===== src/rtl/systolic_mac_tile.sv =====
// Systolic MAC tile: nibble-serial column/row word streams feed a TILE x TILE accumulator array.
// Words and control are re-serialised one block later so tiles chain edge-to-edge.
module systolic_mac_tile #(
    parameter int unsigned NIB   = 4,
    parameter int unsigned BEATS = 4,
    parameter int unsigned TILE  = 2,
    localparam int unsigned BW   = (BEATS > 1) ? $clog2(BEATS) : 1
) (
    input  logic           clk,
    input  logic           rst_n,
    input  logic           ena,
    input  logic [NIB-1:0] col_in,
    input  logic           col_ctrl_in,
    input  logic [NIB-1:0] row_in,
    input  logic           row_ctrl_in,
    output logic [NIB-1:0] col_out,
    output logic           col_ctrl_out,
    output logic [NIB-1:0] row_out,
    output logic           row_ctrl_out,
    output logic [BW-1:0]  beat
);
    localparam int unsigned WORD = NIB * BEATS;
    localparam int unsigned EW   = WORD / TILE;
    localparam int unsigned IW   = BEATS - 2;
    localparam int unsigned NACC = TILE * TILE;
    localparam logic [BW-1:0] LAST = BW'(BEATS - 1);

    logic [BW-1:0]            beat_q;
    logic [(BEATS-1)*NIB-1:0] col_buf_q, row_buf_q;
    logic [BEATS-2:0]         col_cbuf_q, row_cbuf_q;
    logic [WORD-1:0]          col_obuf_q, row_obuf_q;
    logic [BEATS-1:0]         col_cobuf_q, row_cobuf_q;
    logic [NIB-1:0]           col_out_q, row_out_q;
    logic                     col_ctrl_out_q, row_ctrl_out_q;
    logic [WORD-1:0]          acc_q [NACC];
    logic [WORD-1:0]          acc_d [NACC];

    logic            boundary;
    logic [WORD-1:0] col_word, row_word, col_rd, row_rd, col_oword, row_oword;
    logic [BEATS-1:0] col_cw, row_cw;
    logic [1:0]      col_op, row_op;
    logic [IW-1:0]   col_idx, row_idx;

    assign boundary = (beat_q == LAST);
    // The current nibble completes the word on the boundary beat.
    assign col_word = {col_buf_q, col_in};
    assign row_word = {row_buf_q, row_in};
    assign col_cw   = {col_cbuf_q, col_ctrl_in};
    assign row_cw   = {row_cbuf_q, row_ctrl_in};
    assign col_op   = col_cw[BEATS-1 -: 2];
    assign row_op   = row_cw[BEATS-1 -: 2];
    assign col_idx  = col_cw[IW-1:0];
    assign row_idx  = row_cw[IW-1:0];

    always_comb begin : read_mux
        col_rd = '0;
        row_rd = '0;
        for (int k = 0; k < NACC; k++) begin
            if (col_idx == IW'(k)) col_rd = acc_q[k];
            if (row_idx == IW'(k)) row_rd = acc_q[k];
        end
    end

    assign col_oword = (col_op == 2'b10) ? col_rd : col_word;
    assign row_oword = (row_op == 2'b10) ? row_rd : row_word;

    always_comb begin : acc_next
        logic [EW-1:0] a, b;
        a     = '0;
        b     = '0;
        acc_d = acc_q;
        for (int i = 0; i < TILE; i++) begin
            for (int j = 0; j < TILE; j++) begin
                a = col_word[WORD-1-j*EW -: EW];
                b = row_word[WORD-1-i*EW -: EW];
                if (row_op == 2'b01) begin
                    acc_d[i*TILE+j] = '0;
                end else if (col_op == 2'b01) begin
                    acc_d[i*TILE+j] = acc_q[i*TILE+j] + WORD'(a) * WORD'(b);
                end else if (col_op == 2'b11) begin
                    acc_d[i*TILE+j] = acc_q[i*TILE+j] ^ WORD'({a, b});
                end
            end
        end
    end

    always_ff @(posedge clk) begin
        if (!rst_n) begin
            beat_q         <= '0;
            col_buf_q      <= '0;
            row_buf_q      <= '0;
            col_cbuf_q     <= '0;
            row_cbuf_q     <= '0;
            col_obuf_q     <= '0;
            row_obuf_q     <= '0;
            col_cobuf_q    <= '0;
            row_cobuf_q    <= '0;
            col_out_q      <= '0;
            row_out_q      <= '0;
            col_ctrl_out_q <= 1'b0;
            row_ctrl_out_q <= 1'b0;
            for (int k = 0; k < NACC; k++) acc_q[k] <= '0;
        end else if (ena) begin
            beat_q <= boundary ? '0 : beat_q + BW'(1);
            if (boundary) begin
                acc_q          <= acc_d;
                col_out_q      <= col_oword[WORD-1 -: NIB];
                row_out_q      <= row_oword[WORD-1 -: NIB];
                col_obuf_q     <= col_oword << NIB;
                row_obuf_q     <= row_oword << NIB;
                col_ctrl_out_q <= col_cw[BEATS-1];
                row_ctrl_out_q <= row_cw[BEATS-1];
                col_cobuf_q    <= col_cw << 1;
                row_cobuf_q    <= row_cw << 1;
            end else begin
                col_buf_q      <= {col_buf_q[(BEATS-2)*NIB-1:0], col_in};
                row_buf_q      <= {row_buf_q[(BEATS-2)*NIB-1:0], row_in};
                col_cbuf_q     <= {col_cbuf_q[BEATS-3:0], col_ctrl_in};
                row_cbuf_q     <= {row_cbuf_q[BEATS-3:0], row_ctrl_in};
                col_out_q      <= col_obuf_q[WORD-1 -: NIB];
                row_out_q      <= row_obuf_q[WORD-1 -: NIB];
                col_obuf_q     <= col_obuf_q << NIB;
                row_obuf_q     <= row_obuf_q << NIB;
                col_ctrl_out_q <= col_cobuf_q[BEATS-1];
                row_ctrl_out_q <= row_cobuf_q[BEATS-1];
                col_cobuf_q    <= col_cobuf_q << 1;
                row_cobuf_q    <= row_cobuf_q << 1;
            end
        end
    end

    assign beat         = beat_q;
    assign col_out      = col_out_q;
    assign row_out      = row_out_q;
    assign col_ctrl_out = col_ctrl_out_q;
    assign row_ctrl_out = row_ctrl_out_q;

endmodule


===== config.mk =====
export PLATFORM = sky130hd
export DESIGN_NAME = systolic_mac_tile
export DESIGN_NICKNAME = d
export VERILOG_FILES = /design/src/rtl/systolic_mac_tile.sv
export SDC_FILE = /design/constraint.sdc
export NUM_CORES = 1
export LEC_CHECK = 0
export CAP_MARGIN = 10
export CORE_UTILIZATION = 40
export DETAILED_ROUTE_END_ITERATION = 8
export PLACE_DENSITY_LB_ADDON = 0.15
export SETUP_SLACK_MARGIN = 0.4
export SLEW_MARGIN = 20
export SYNTH_ARGS = -nofsm -noshare
export SYNTH_HDL_FRONTEND = slang
export SYNTH_SLANG_ARGS = --single-unit

===== constraint.sdc =====
create_clock -name clk -period 11.02 [get_ports clk]
set_input_delay 2.204 -clock clk [delete_from_list [all_inputs] [get_ports clk]]
set_output_delay 2.204 -clock clk [all_outputs]
set_load 0.005 [all_outputs]

# Yosys cells after proc, flatten, opt, wreduce, memory -nomap -nowiden
# Cells that the tools add are included.
[classes]
n_addsub = 5
n_mul = 4
n_eq_ne = 12
n_mux = 31
bitwise_logic = 5
reduce_logical = 5
[op_table]
columns = ["operator", "count"]
rows = [
  ["16-bit 2-to-1 mux", 24],
  ["16-bit adder", 4],
  ["8-bit by 8-bit multiplier with 16-bit output", 4],
  ["16-bit XOR", 4],
  ["2-bit equality test (second input constant)", 8],
  ["4-bit 2-to-1 mux", 4],
  ["2-bit by 1-bit equality test with 1-bit output (second input constant)", 4],
  ["2-bit logical NOT", 2],
  ["3-bit AND reduction", 1],
  ["3-bit nonzero test", 1],
  ["2-bit by 1-bit adder with 2-bit output (second input constant)", 1],
  ["1-bit 2-to-1 mux", 2],
  ["2-bit 2-to-1 mux", 1],
  ["2-bit AND reduction", 1],
  ["1-bit NOT", 1],
]
[totals]
register_bits = 146
out_inout_bits = 12
elab_cells = 79

# Longest topological paths before layout
[depth]
word_depth = 7
ltp_mapped = 19

# Worst setup path after synthesis
# Ideal clock, no wire load.
[synth_path]
kind = "in2reg"
start = "input row_in[2]"
end = "register acc_q[31] (netlist bit)"
setup_time_ns = 0.117
arrival_ns = 6.455
slack_ns = 4.448
stages = 17
path_buffers = 2
cell_sequence = "clkbuf_1 -> clkbuf_1 -> nand2_1 -> fa_1 -> inv_1 -> fa_1 -> fa_1 -> inv_1 -> fa_1 -> inv_1 -> ha_1 -> and3_1 -> a221oi_2 -> a21bo_2 -> a41o_1 -> nor3_1 -> and4b_1"
[synth_between]
elab_chain_len = 4
[synth_rtl]
columns = ["element", "line_no", "text"]
rows = [
  ["from (decl)", "14", "input logic [NIB-1:0] row_in,"],
  ["8-bit by 8-bit multiplier with 16-bit output", "79", "acc_d[i*TILE+j] = acc_q[i*TILE+j] + WORD'(a) * WORD'(b);"],
  ["16-bit adder", "79", ""],
  ["16-bit 2-to-1 mux", "78", "end else if (col_op == 2'b01) begin"],
  ["16-bit 2-to-1 mux", "76", "if (row_op == 2'b01) begin"],
  ["to (signal assigned)", "106", "acc_q <= acc_d;"],
  ["to (decl)", "35", "logic [WORD-1:0] acc_q [NACC];"],
]
# Every way passes these cells.
# A chain may end at the register's enable or synchronous reset.

# Worst setup path in the final report
[layout_path]
start = "input col_in[3]"
end = "register acc_q[47] (netlist bit)"
[layout_between]
elab_chain_len = 4
[layout_rtl]
columns = ["element", "line_no", "text"]
rows = [
  ["from (decl)", "12", "input logic [NIB-1:0] col_in,"],
  ["8-bit by 8-bit multiplier with 16-bit output", "79", ""],
  ["16-bit adder", "79", ""],
  ["16-bit 2-to-1 mux", "78", ""],
  ["16-bit 2-to-1 mux", "76", ""],
]
# Every way passes these cells.

==> results.txt <==
Sequential cell area fraction in the yosys report: 0.1564
WP data required: 11380 ps
Layout Cells excl Fill: 2688
DR vias/cell: 5.354
Initial antenna violation count: 1
H-tree depth: 4
CP Capture Type: register
Largest net degree at the start of global routing: 73
Die footprint: 0.04437 sq mm
Post-CTS Resized: 0
Core Region: 0.04298 sq mm
WL final: 54.05 mm
Layout cell share with drive strength beyond 1: 0.05849
Syn nets: 2501
Syn. warnings: 0
# diodes: 0
Multi-input gate area: 0.01264 sq mm
Synth cell types: 63
Setup TNS: 0 ps
RSZ-0062 raised after global routing: no
Worst hold path type: register to register
Worst-margin pin slew: 1117 ps
Initial Util: 0.4051
Routed Antenna Nets: 0
CP arrival: 7670 ps
Crit-path max FO: 21
Drc violations: 0
FILL cells: 4424
Min Tclk post-route: 7309 ps
WS Path Type: input port to register
IO Pins: 25
Yosys top cell area share: 0.2299
Synth Cell Area: 0.01741 sq mm
Final GP Congestion: 0.8808
Vias in the first global route: 14180
TritonCTS clock tree: yes
Highest clock rate: 136.8 MHz
Nets: 2444
Design Area, Final: 0.01873 sq mm
Final setup vio count: 0
Die W: 210.6 microns
Worst setup SP type: input port
Worst-path clk slew: 70 ps
Syn avg cell area: 8.110 sq um
Main flop type after synthesis: dfxtp_1
Num CTS Buffers: 17
Syn-to-layout area delta: 7.581%
GRT Total Usage: 0.2536
FF+latch area: 0.002723 sq mm
Status: completed
First-pass GRT wire length: 84.73 mm
Initial detailed-routing violation count: 1025
Final Slew Violations: 0
DP Area: 0.01813 sq mm
Post-CTS setup buffers: 0
Clock buffer depth: 2
Number of port buffers: 24
PD cells: 73.76 mW/mm^2
Via count: 14390
Peak VDD IR: 0.1022 mV
Sink Count: 136
Synth top area cells: fa_1 (23%), dfxtp_1 (16%), ha_1 (10%), inv_1 (8.6%), nand2_1 (5.9%)
Wire per inst: 20.11 microns
Total congestion overflow: 0
Clock latency at the later pin of the worst-skew pair: 460 ps
Post-DP HPWL: 38.35 mm
Rows: 76
Post-synth EDFFs: 0
P_leak: 8.607 nW
Final clock skew: 20.61 ps
Hold Fails Final Rpt: 0
Vert. Die Dim: 210.6 microns
Asr flop ratio synth: 0
Reg2Reg Setup Slack: 5460 ps
Hold buffers post-CTS: 0
Synth Instances: 2147
Cell taking the most area after synthesis: fa_1
Post-Place Cells: 2656
Final period utilization: 0.6632
Max-slew headroom: 0.2544
Drt pass-1 iters: 7
Root Buffer: clkbuf_16
Max-cap violations: 0
Number of synthesized register bits: 136
==> synthesized netlist by cell type (4+ instances only) <==
cell type / number
nand2b_1: 20
inv_1: 400
and2_1: 134
nor2b_1: 8
a211oi_1: 35
xnor2_1: 24
a22o_1: 16
clkbuf_1: 107
nand2_1: 275
a21oi_1: 140
nor3b_1: 11
o21bai_1: 5
nor3_1: 14
mux4_2: 32
a21o_1: 19
o22ai_1: 13
buf_2: 18
nor2_1: 129
o21ai_0: 94
dfxtp_1: 136
xor2_1: 15
nand4_1: 5
nand3_1: 13
mux2i_1: 49
and3_1: 4
o211ai_1: 6
buf_4: 7
fa_1: 200
a22oi_1: 21
ha_1: 141
==> cell usage in the layout (no fill, tap or decap), types with 11 or more instances in the layout <==
cell / synthesis / final
inv_1: 400 / 400
nand2_1: 275 / 275
fa_1: 200 / 200
a21oi_1: 140 / 140
ha_1: 141 / 140
dfxtp_1: 136 / 136
and2_1: 134 / 134
nor2_1: 129 / 127
o21ai_0: 94 / 94
mux2i_1: 49 / 49
buf_4: 7 / 37
a211oi_1: 35 / 35
mux4_2: 32 / 32
xnor2_1: 24 / 24
clkdlybuf4s50_1: 0 / 24
a22oi_1: 21 / 21
a21o_1: 19 / 19
nand2b_1: 20 / 18
clkbuf_16: 0 / 17
a22o_1: 16 / 16
xor2_1: 15 / 15
nand3_1: 13 / 13
o22ai_1: 13 / 13
nor3_1: 14 / 13
nor3b_1: 11 / 11
==> worst max-delay path, cell delays in order <==
cell	delay [ps]
clkdlybuf4s50_1	950
and2_1	450
fa_1	570
fa_1	440
fa_1	490
inv_1	50
fa_1	470
inv_1	40
ha_1	350
nand4_1	180
a211oi_1	500
nor2_1	120
a31oi_1	290
mux2_2	370
nor4_1	200
==> metal layers <==
layer  share of wire  track usage  up-vias
met5         0.00024            0        -
met4           0.028      0.08196        2
met3           0.048      0.02974       80
met2            0.48       0.4245      421
met1            0.44       0.3406     7154
li1                -            -     6735
==> stage by stage <==
| step | setup WS (ps) | utilization | hold slack, ps | total power [mW] |
|---|---|---|---|---|
| 2_1_floorplan | 4448 | - | 440.4 | 0.6920 |
| 3_3_place_gp | 3411 | 0.4217 | 452.1 | 0.7685 |
| 3_5_place_dp | 3340 | 0.4217 | 458.0 | 0.7726 |
| 4_1_cts | 3806 | 0.4358 | 468.8 | 1.391 |
| 5_1_grt | 3454 | 0.4358 | 501.4 | 1.441 |
| 6_report | 3711 | 0.4358 | 468.0 | 1.382 |
==> final timing paths <==
path	depth (start not counted)	startpoint	end
max	15	col_in[3]	acc_q[47]$_SDFFE_PN0P_
min	2	col_cobuf_q[1]$_SDFFE_PN0P_	col_cobuf_q[1]$_SDFFE_PN0P_
max reg2reg	15	col_buf_q[3]$_SDFFE_PN0P_	acc_q[47]$_SDFFE_PN0P_
min reg2reg	2	col_cobuf_q[1]$_SDFFE_PN0P_	col_cobuf_q[1]$_SDFFE_PN0P_
==> kinds of logic after synthesis <==
group,after synthesis,share of synthesized area
AO/OA/AOI/OAI,382,0.1348
XOR/XNOR,39,0.01962
adder cells (fa/ha/maj),341,0.3312
buffers and inverters,539,0.1191
flip-flops,136,0.1564
multiplexers,83,0.07085
AND/OR/NAND/NOR,627,0.1680
==> layout make-up <==
| class | count | area share |
|---|---|---|
| clock buffers | 21 | 0.02511 |
| clock inverters | 11 | 0.007280 |
| inverters | 402 | 0.08062 |
| multi-input cells | 1472 | 0.6749 |
| flip-flops and latches | 136 | 0.1453 |
| well taps | 585 | 0.03907 |
| repair buffers | 61 | 0.02765 |
==> power by group <==
group	switching, mW	total [mW]	internal [mW]
clock network	0.264	0.620	0.356
logic	0.161	0.248	0.0872
registers	0.0149	0.513	0.498
total	0.440	1.38	0.942
==> state kept, by name, summed over array words and instances (netlist names) <==
| register | cells |
|---|---|
| row_obuf_q | 12 |
| row_buf_q | 12 |
| col_cobuf_q | 3 |
| beat | 2 |
| col_out | 4 |
| col_buf_q | 12 |
| row_ctrl_out | 1 |
| row_out | 4 |
| col_cbuf_q | 3 |
| acc_q | 64 |
| row_cobuf_q | 3 |
| row_cbuf_q | 3 |
| col_ctrl_out | 1 |
| col_obuf_q | 12 |
Note: power is estimated with default switching activity, not from simulation.
